===== config.mk =====
export PLATFORM = sky130hd
export DESIGN_NAME = parity_gen_chk_pipe
export DESIGN_NICKNAME = d
export VERILOG_FILES = /design/src/rtl/parity_gen_chk_pipe.sv
export SDC_FILE = /design/constraint.sdc
export NUM_CORES = 1
export LEC_CHECK = 0
export ABC_CLOCK_PERIOD_IN_PS = 2730
export CELL_PAD_IN_SITES_DETAIL_PLACEMENT = 1
export CELL_PAD_IN_SITES_GLOBAL_PLACEMENT = 1
export CORE_ASPECT_RATIO = 0.6
export CORE_MARGIN = 2
export CORE_UTILIZATION = 36
export CTS_CLUSTER_SIZE = 10
export DETAILED_ROUTE_END_ITERATION = 10
export PLACE_DENSITY = 0.82
export SLEW_MARGIN = 30
export SYNTH_ARGS = -nofsm -noshare
export SYNTH_HDL_FRONTEND = slang
export SYNTH_SLANG_ARGS = --single-unit

===== constraint.sdc =====
create_clock -name i_clk -period 2.73 [get_ports i_clk]
set_input_delay 0.546 -clock i_clk [delete_from_list [all_inputs] [get_ports i_clk]]
set_output_delay 0.546 -clock i_clk [all_outputs]
set_load 0.02 [all_outputs]

===== src/rtl/parity_gen_chk_pipe.sv =====
// Two-stage valid/ready pipeline that generates or checks per-lane odd/even parity,
// with a sticky error flag and a saturating count of delivered error beats.
module parity_gen_chk_pipe #(
  parameter int unsigned DATA_WIDTH    = 32,
  parameter int unsigned PARITY_WIDTH  = 4,
  parameter int unsigned ERR_CNT_WIDTH = 8
) (
  input  logic                     i_clk,
  input  logic                     i_rst,
  input  logic                     i_valid,
  output logic                     o_ready,
  input  logic [DATA_WIDTH-1:0]    i_data,
  input  logic [PARITY_WIDTH-1:0]  i_parity,
  input  logic                     i_odd,
  input  logic                     i_chk,
  output logic                     o_valid,
  input  logic                     i_ready,
  output logic [DATA_WIDTH-1:0]    o_data,
  output logic [PARITY_WIDTH-1:0]  o_parity,
  output logic [PARITY_WIDTH-1:0]  o_err_lane,
  output logic                     o_err_sticky,
  output logic [ERR_CNT_WIDTH-1:0] o_err_cnt,
  input  logic                     i_clr_err
);

  localparam int unsigned LaneW = DATA_WIDTH / PARITY_WIDTH;

  if (DATA_WIDTH % PARITY_WIDTH != 0) begin : g_bad_width
    $error("DATA_WIDTH must be a multiple of PARITY_WIDTH");
  end

  logic                     s1_v_q, s2_v_q;
  logic [DATA_WIDTH-1:0]    s1_data_q, s2_data_q;
  logic [PARITY_WIDTH-1:0]  s1_par_q, s2_par_q, s2_err_q;
  logic                     s1_odd_q, s1_chk_q;
  logic [PARITY_WIDTH-1:0]  s1_p, s1_err;
  logic                     s1_adv, s2_adv, err_beat;
  logic                     err_sticky_d, err_sticky_q;
  logic [ERR_CNT_WIDTH-1:0] err_cnt_d, err_cnt_q;

  assign s2_adv  = ~s2_v_q | i_ready;
  assign s1_adv  = ~s1_v_q | s2_adv;
  assign o_ready = s1_adv;

  // Odd parity is the even result inverted.
  always_comb begin
    s1_p = '0;
    for (int unsigned k = 0; k < PARITY_WIDTH; k++) begin
      s1_p[k] = (^s1_data_q[k*LaneW +: LaneW]) ^ s1_odd_q;
    end
    s1_err = s1_chk_q ? (s1_p ^ s1_par_q) : '0;
  end

  always_ff @(posedge i_clk or posedge i_rst) begin
    if (i_rst) begin
      s1_v_q    <= 1'b0;
      s1_data_q <= '0;
      s1_par_q  <= '0;
      s1_odd_q  <= 1'b0;
      s1_chk_q  <= 1'b0;
      s2_v_q    <= 1'b0;
      s2_data_q <= '0;
      s2_par_q  <= '0;
      s2_err_q  <= '0;
    end else begin
      if (s1_adv) begin
        s1_v_q <= i_valid;
        if (i_valid) begin
          s1_data_q <= i_data;
          s1_par_q  <= i_parity;
          s1_odd_q  <= i_odd;
          s1_chk_q  <= i_chk;
        end
      end
      if (s2_adv) begin
        s2_v_q <= s1_v_q;
        if (s1_v_q) begin
          s2_data_q <= s1_data_q;
          s2_par_q  <= s1_p;
          s2_err_q  <= s1_err;
        end
      end
    end
  end

  // Errors are counted on the output transfer so a stalled beat counts once.
  assign err_beat = s2_v_q & i_ready & (|s2_err_q);

  always_comb begin
    err_sticky_d = err_sticky_q;
    err_cnt_d    = err_cnt_q;
    if (err_beat) begin
      err_sticky_d = 1'b1;
      if (i_clr_err) begin
        err_cnt_d = ERR_CNT_WIDTH'(1);
      end else if (err_cnt_q != '1) begin
        err_cnt_d = err_cnt_q + 1'b1;
      end
    end else if (i_clr_err) begin
      err_sticky_d = 1'b0;
      err_cnt_d    = '0;
    end
  end

  always_ff @(posedge i_clk or posedge i_rst) begin
    if (i_rst) begin
      err_sticky_q <= 1'b0;
      err_cnt_q    <= '0;
    end else begin
      err_sticky_q <= err_sticky_d;
      err_cnt_q    <= err_cnt_d;
    end
  end

  assign o_valid      = s2_v_q;
  assign o_data       = s2_data_q;
  assign o_parity     = s2_par_q;
  assign o_err_lane   = s2_err_q;
  assign o_err_sticky = err_sticky_q;
  assign o_err_cnt    = err_cnt_q;

endmodule


Word-level counts from Yosys, hierarchy flattened
Cells that the tools add are included.
{ "classes": {"add_sub_neg": 1, "eq_ne": 1, "mux": 7, "bitwise": 11, "reduce_logical": 10} }
{ "ops": {"columns": ["cell", "count"], "rows": [
  ["8-bit 2-to-1 mux", 4],
  ["8-bit parity", 4],
  ["8-bit by 1-bit adder with 8-bit output (second input constant)", 1],
  ["8-bit inequality test (second input constant)", 1],
  ["2-bit AND reduction", 3],
  ["4-bit 2-to-1 mux", 1],
  ["2-bit nonzero test", 2],
  ["4-bit OR reduction", 1],
  ["1-bit bitwise XOR", 4],
  ["4-bit bitwise XOR", 1],
  ["1-bit bitwise AND", 2],
  ["1-bit 2-to-1 mux", 2],
  ["1-bit inverter", 2],
  ["1-bit bitwise OR", 2]
]} }
{ "totals": {"register_bits": 89, "inputBits": 43, "out_inout_bits": 51, "elab_cells": 41} }

Logic depth before layout (Yosys ltp)
Gate-level depths: netlist of the first run.
{ "logic_depth": {"depth_word": 4, "mapped_depth": 5, "ltp_nobuf": 5} }

Least setup slack after synthesis of the first run
OpenSTA, ideal clock, no wires.
{ "synth_timing": {"path_type": "input -> register", "startpoint": "input i_ready", "endpoint": "register s1_chk_q", "setup_time_ns": 0.125, "arrival_time_ns": 1.758, "required_time_ns": 2.605, "setup_slack_ns": 0.847, "path_stages": 5, "n_path_buf": 2, "path_cell_list": "nand3b_1 nand2_1 buf_2 buf_2 mux2_2"} }
{ "synth_between": {"elab_chain_cells": 3} }
{ "synth_rtl": {"columns": ["item", "line", "text"], "rows": [
  ["from (decl)", "17", "input logic i_ready,"],
  ["1-bit bitwise OR", "41", "assign s2_adv = ~s2_v_q | i_ready;"],
  ["1-bit bitwise OR", "42", "assign s1_adv = ~s1_v_q | s2_adv;"],
  ["2-bit AND reduction (no line)", null, null],
  ["to (signal assigned)", "72", "s1_chk_q <= i_chk;"],
  ["to (decl)", "35", "logic s1_odd_q, s1_chk_q;"]
]} }
No other way between the ends.
A chain may end at the register's enable or synchronous reset.

Final worst setup path of the first run
{ "layout_timing": {"startpoint": "input i_ready", "endpoint": "output o_ready"} }
{ "layout_between": {"elab_chain_cells": 2} }
{ "layout_rtl": {"columns": ["item", "line", "text"], "rows": [
  ["1-bit bitwise OR", "41", null],
  ["1-bit bitwise OR", "42", null],
  ["to (decl)", "11", "output logic o_ready,"]
]} }
No other way between the ends.

==> results.cfg, run 1 <==
[critical_path]
path_delay_family = buffers and inverters
arrival_ps = 1880
crit_path_top_delay_cell = sky130_fd_sc_hd__clkdlybuf4s50_1
setup.reg_to_reg.worst_slack_ps = 970
critical_path.endpoint_type = primary output
rr_worst_depth = 4
total_buffers_and_inverters_traversed_by_the_critical_path = 2
critPathKind = in -> out
timing.rr.start = o_err_lane[0]
critical_path_peak_fanout = 3
r2r-end = o_err_cnt[1]
critical_path_required_ps = 2180
startpoint_type = input port
cp_slowest_stage_delay_ps = 630
path_common_cell = sky130_fd_sc_hd__clkdlybuf4s50_1
path_cells = clkdlybuf4s50_1 -> nand3b_1 -> clkdlybuf4s50_1

[floorplan]
boundaryPins = 94
die_y_um = 84.0
start_util_pct = 36.6
die_area_um2 = 11500
fp-row-count = 29
die_x_um = 137
design.core.area_um2 = 10500

[sta]
fin_hold_ws_ps = 486
layout_min_cycle_time_ps = 2430
clock_skew_ps = 8.53
maxClockFrequency_mhz = 412
maxSlewViolCount = 0
final.period_utilization_pct = 88.8
tightest_slew_ps = 652
timing.setup.tns_ps = 0
timing.max_slew.rel_slack_pct = 56.1
final_critical_path_setup_slack_ps = 305
grt_setup_unrepaired = false
setup_viol_count_final = 0
timing.final.hold_violations = 0

[global_route]
globalRouteTotalUtil_pct = 16.6
grt_start_max_net_pins = 45
globalRoute.totalOverflow = 0
antenna_found_initial = 0
grt_pass1_wl_um = 14400
first_global_vias = 2762

[finish]
antennaDiodeCount = 0
drive_above_1_share_pct = 26.1
final_util_pct = 50.2
fin_area_um2 = 5270
fillCellCount = 1040
register_area_um2 = 2230
area_used_by_multi_input_combinational_logic_um2 = 1540
instances_no_fill = 510
final_net_count = 410
synthToLayoutAreaGrowth_pct = 37.2

[synth]
synth-adder-area-share_pct = 0.326
synthMuxAreaShare_pct = 20.8
compound_cell_area_share_of_the_yosys_netlist_pct = 3.36
postSynth.topFlopCell = sky130_fd_sc_hd__dfrtp_1
synth_cells = 269
yosys_register_bits = 89
synth_seq_area_share_pct = 58.0
postSynth.asyncResetShare_pct = 100
synth_area_um2 = 3840
yosys_warnings = 0
area_share_of_xor_xnor_cells_in_the_synthesized_design_pct = 10.3
synth_enable_flop_cells = 0
synth_area_per_cell_um2 = 14.3
combinational_family_with_the_most_area_after_synthesis = multiplexers
yosys.cell_types.count = 37
synth.net_count = 313
synthSimpleGateAreaFrac_pct = 5.22

[place]
number_of_cells_in_the_design_after_placement = 494
routabilityCongestion = 0.771
port_buffers = 93
dp_hpwl_um = 6490
dp_slack_ps = 302
dpl-instance-area_um2 = 4970

[hold_path]
hold_path_class = reg -> reg
worst_hold_startpoint = o_parity[0]
timing.hold.worst_path_depth = 2
timing.hold.worst_endpoint = o_parity[0]

[power_and_ir_drop]
total_power_consumption_mw = 4.73
power_leakage_nw = 2.19
pwr_density_cell_nw_per_um2 = 899
worst_supply_voltage_drop_on_vdd_uv = 359

[detailed_routing]
final_wirelength_um = 8990
vias_cell = 4.88
drc = 0
drtAntennaViolNets = 0
drt_first_pass_iters = 4
post_drt_wl_per_cell_um = 17.6
first_iter_violations = 55
routed-via-count = 2489

[flow_run]
timing.max_cap.violations = 0

[clock_tree]
numCtsBuffers = 9
cts_resized = 0
tritoncts = built
hold_buffers = 0
number_of_sinks_handled_by_clock_tree_synthesis = 89
ctsLongestPathBuffers = 2
clock_insertion_delay_worst_skew_ps = 340
clock-root-buffer = sky130_fd_sc_hd__clkbuf_16
clk_slew_on_worst_s_h_paths_ps = 60
post_cts.repair.setup_buffers = 0
h_tree_lvls = 3

[outcome]
run_status = complete, no violations
==> sequential cells by signal, indices dropped and copies added, names as in the netlist <==
signal	count
s1_v_q	1
s1_odd_q	1
o_err_sticky	1
o_valid	1
o_data	32
s1_chk_q	1
o_err_lane	4
o_err_cnt	8
s1_par_q	4
o_parity	4
s1_data_q	32
==> report_power, final <==
group / leakage [nW] / switching (mW) / internal, mW / total [mW]
logic: 0.975 / 0.738 / 0.945 / 1.68
registers: 1.06 / 0.216 / 1.61 / 1.82
clock network: 0.147 / 0.511 / 0.714 / 1.23
total: 2.19 / 1.46 / 3.27 / 4.73
==> worst register-to-register path, cell delays in order, from the launching register on <==
cell                      delay [ps]
sky130_fd_sc_hd__dfrtp_1         410
sky130_fd_sc_hd__nor4_1          610
sky130_fd_sc_hd__or2_1           360
sky130_fd_sc_hd__o21ai_0         140
sky130_fd_sc_hd__a21oi_1         160
==> metal layers <==
layer,vias up,part of all wire [%],track usage [%]
li1,1140,-,-
met1,1276,47,22.6
met2,69,47,26.2
met3,4,5.3,5.59
met4,0,0.46,3.09
met5,-,0,0
==> synth_stat cells, types with 2 or more instances <==
library cell	number	area share [%]
sky130_fd_sc_hd__o21ai_0	11	1.4
sky130_fd_sc_hd__or4_1	2	0.39
sky130_fd_sc_hd__nor2_1	5	0.49
sky130_fd_sc_hd__xor2_1	8	1.8
sky130_fd_sc_hd__mux2_2	70	21
sky130_fd_sc_hd__xnor2_1	16	3.7
sky130_fd_sc_hd__nand2b_1	2	0.33
sky130_fd_sc_hd__buf_2	7	0.91
sky130_fd_sc_hd__nor3_1	2	0.26
sky130_fd_sc_hd__inv_1	4	0.39
sky130_fd_sc_hd__nand3b_1	2	0.39
sky130_fd_sc_hd__dfrtp_1	89	58
sky130_fd_sc_hd__nand4_1	2	0.33
sky130_fd_sc_hd__xnor3_1	5	2.9
sky130_fd_sc_hd__xnor3_2	3	1.9
sky130_fd_sc_hd__nor4_1	2	0.33
sky130_fd_sc_hd__a21oi_1	4	0.52
sky130_fd_sc_hd__nand2_1	12	1.2
sky130_fd_sc_hd__o31ai_1	2	0.39
sky130_fd_sc_hd__nand3_1	4	0.52
==> cells in the final DEF, fill, tap and decap left out, drive strengths merged, types with 2 or more instances in the layout <==
| cell | count |
|---|---|
| nand4 | 2 |
| nand3 | 4 |
| nor2 | 5 |
| inv | 5 |
| clkinv | 3 |
| nand3b | 2 |
| or2 | 2 |
| xor2 | 8 |
| nor3 | 2 |
| buf | 4 |
| clkdlybuf4s50 | 93 |
| a21oi | 4 |
| nor4 | 2 |
| o31ai | 2 |
| xnor3 | 8 |
| nand2b | 2 |
| dfrtp | 89 |
| nand2 | 13 |
| xnor2 | 16 |
| o21ai | 11 |
| or4 | 2 |
| clkbuf | 10 |
| mux2 | 70 |
==> cell type report <==
class                      count  share of cell area (%)
sequential                    89                    42.3
inverter                       4                   0.356
multi-input combinational    165                    29.2
clock buffer                  10                    4.35
clock inverter                 6                    1.26
tap                          139                    3.30
timing repair buffer          97                    19.2
==> how the worst max path moves through the flow <==
stage	to	start	slack (ps)	cells past startpoint
2_1_floorplan	s1_chk_q	i_ready	850	5
3_3_place_gp	o_ready	i_ready	350	3
3_5_place_dp	o_ready	i_ready	300	3
4_1_cts	o_ready	i_ready	300	3
5_1_grt	o_ready	i_ready	280	3
6_report	o_ready	i_ready	300	3
==> cells by family after synthesis <==
family / count (synthesis)
muxes: 71
DFF: 89
xor gates and xnor gates: 32
and+or+nand+nor: 39
adders and majority gates: 1
buffers and inverters: 15
AOI/OAI and AO/OA: 22
(Power assumes the default switching activity.)
==> run 2, diff against run 1 <==
- PLACE_DENSITY: 0.82 -> 0.85
==> run 2 against run 1 <==
Against the previous run:
- clock skew fell by 1.1 ps
- count of clock-buffer cells in the layout rose by 1
- routed wire length fell by 0.28%
- via count fell by 1.6%
- sequential cell count did not move
- setup slack got worse by 12 ps
- critical endpoint unchanged
- largest power group unchanged
==> results.cfg, run 2 (synthesis gave the netlist of run 1 again) <==
[outcome]
run_status = complete, no violations

[finish]
final_util_pct = 50.0
final_net_count = 410
layout_commonest_cell = sky130_fd_sc_hd__clkdlybuf4s50_1
drive_above_1_share_pct = 26.1
instances_no_fill = 510
synthToLayoutAreaGrowth_pct = 36.5
final_cell_mix = sky130_fd_sc_hd__clkdlybuf4s50_1, sky130_fd_sc_hd__dfrtp_1, sky130_fd_sc_hd__mux2_2
antennaDiodeCount = 0

[detailed_routing]
drc = 0
drtAntennaViolNets = 0
routed-via-count = 2449
drt_first_pass_iters = 3
post_drt_wl_per_cell_um = 17.6
final_wirelength_um = 8970
vias_cell = 4.80
first_iter_violations = 52

[sta]
final.period_utilization_pct = 89.3
timing.final.hold_violations = 0
tightest_slew_ps = 706
setup_viol_count_final = 0
clock_skew_ps = 7.44
layout_min_cycle_time_ps = 2440
timing.max_slew.rel_slack_pct = 52.5
maxSlewViolCount = 0
grt_setup_unrepaired = false
maxClockFrequency_mhz = 410
fin_hold_ws_ps = 482
timing.setup.tns_ps = 0

[critical_path]
startpoint_type = input port
critical_path_required_ps = 2180
arrival_ps = 1890
setup.reg_to_reg.worst_slack_ps = 960
critPathKind = in -> out
critical_path_peak_fanout = 3
critical_path.endpoint_type = primary output

[global_route]
first_global_vias = 2773
globalRouteTotalUtil_pct = 16.7
globalRoute.totalOverflow = 0
grt_pass1_wl_um = 14500
antenna_found_initial = 0
grt_start_max_net_pins = 90

[power_and_ir_drop]
clkPwrFrac_pct = 25.2
worst_supply_voltage_drop_on_vdd_uv = 357
power.switching_fraction_pct = 31.5
pwr_density_cell_nw_per_um2 = 893
power_leakage_nw = 2.17
seqPwrFrac_pct = 38.9
p_comb_share_pct = 35.9
internal-power_mw = 3.20
total_switching_power_mw = 1.48

[floorplan]
design.core.area_um2 = 10500
die_area_um2 = 11500
fp-row-count = 29
die_x_um = 137
start_util_pct = 36.6
boundaryPins = 94
die_y_um = 84.0

[clock_tree]
number_of_sinks_handled_by_clock_tree_synthesis = 89
tritoncts = built
cts_resized = 0
post_cts.repair.setup_buffers = 0
h_tree_lvls = 3
clock-root-buffer = sky130_fd_sc_hd__clkbuf_16
ctsLongestPathBuffers = 2
numCtsBuffers = 9
clock_insertion_delay_worst_skew_ps = 340
clk_slew_on_worst_s_h_paths_ps = 70
hold_buffers = 0

[flow_run]
timing.max_cap.violations = 0

[place]
routabilityCongestion = 0.796
dp_hpwl_um = 6350
number_of_cells_in_the_design_after_placement = 494
port_buffers = 93

[hold_path]
hold_path_class = reg -> reg
-- run 2: final cells by class --
type                       count  area, um^2
fill                        1050        5250
sequential                    89        2230
multi-input combinational    165        1540
timing repair buffer          97         998
clock buffer                  11         243
tap                          139         174
clock inverter                 5        38.8
inverter                       4        18.8
-- run 2: power groups by stage --
stage	Sequential [mW]	Combinational, mW	Clock [mW]
CTS	1.83	1.71	1.22
finish	1.82	1.68	1.18
global placement	1.83	1.66	0
global route	1.86	1.81	1.28
floorplan	2.05	0.801	0
detailed placement	1.85	1.70	0
-- run 2: final timing paths --
| path | from | to | depth (start not counted) |
|---|---|---|---|
| min | o_parity[2] | o_parity[2] | 2 |
| max in group asynchronous | i_rst | o_err_cnt[3] | 3 |
| min reg2reg | o_parity[2] | o_parity[2] | 2 |
| max | i_ready | o_ready | 3 |
| min in group asynchronous | i_rst | s1_data_q[31] | 3 |
| max reg2reg | s1_odd_q | o_err_lane[0] | 4 |
-- run 2: routing by layer --
metal | wire length, um | GRT usage [%]
met3 | 588 | 5.59
met5 | 0 | 0
met2 | 4260 | 27.1
met4 | 138 | 4.97
met1 | 3970 | 21.1
-- run 2: critical path, cell delays in order --
cell and delay [ps]:
sky130_fd_sc_hd__clkdlybuf4s50_1 510, sky130_fd_sc_hd__nand3b_1 190, sky130_fd_sc_hd__clkdlybuf4s50_1 650
-- run 2: per-stage QoR --
step | worst slack, ps | cell area, um^2 | power [mW]
final | 292 | 5240 | 4.68
after global routing | 241 | 5240 | 4.94
after CTS | 294 | 5240 | 4.76
after detailed placement | 295 | 4960 | 3.55
after global placement | 356 | 4960 | 3.49
after floorplan | 847 | 3840 | 2.85
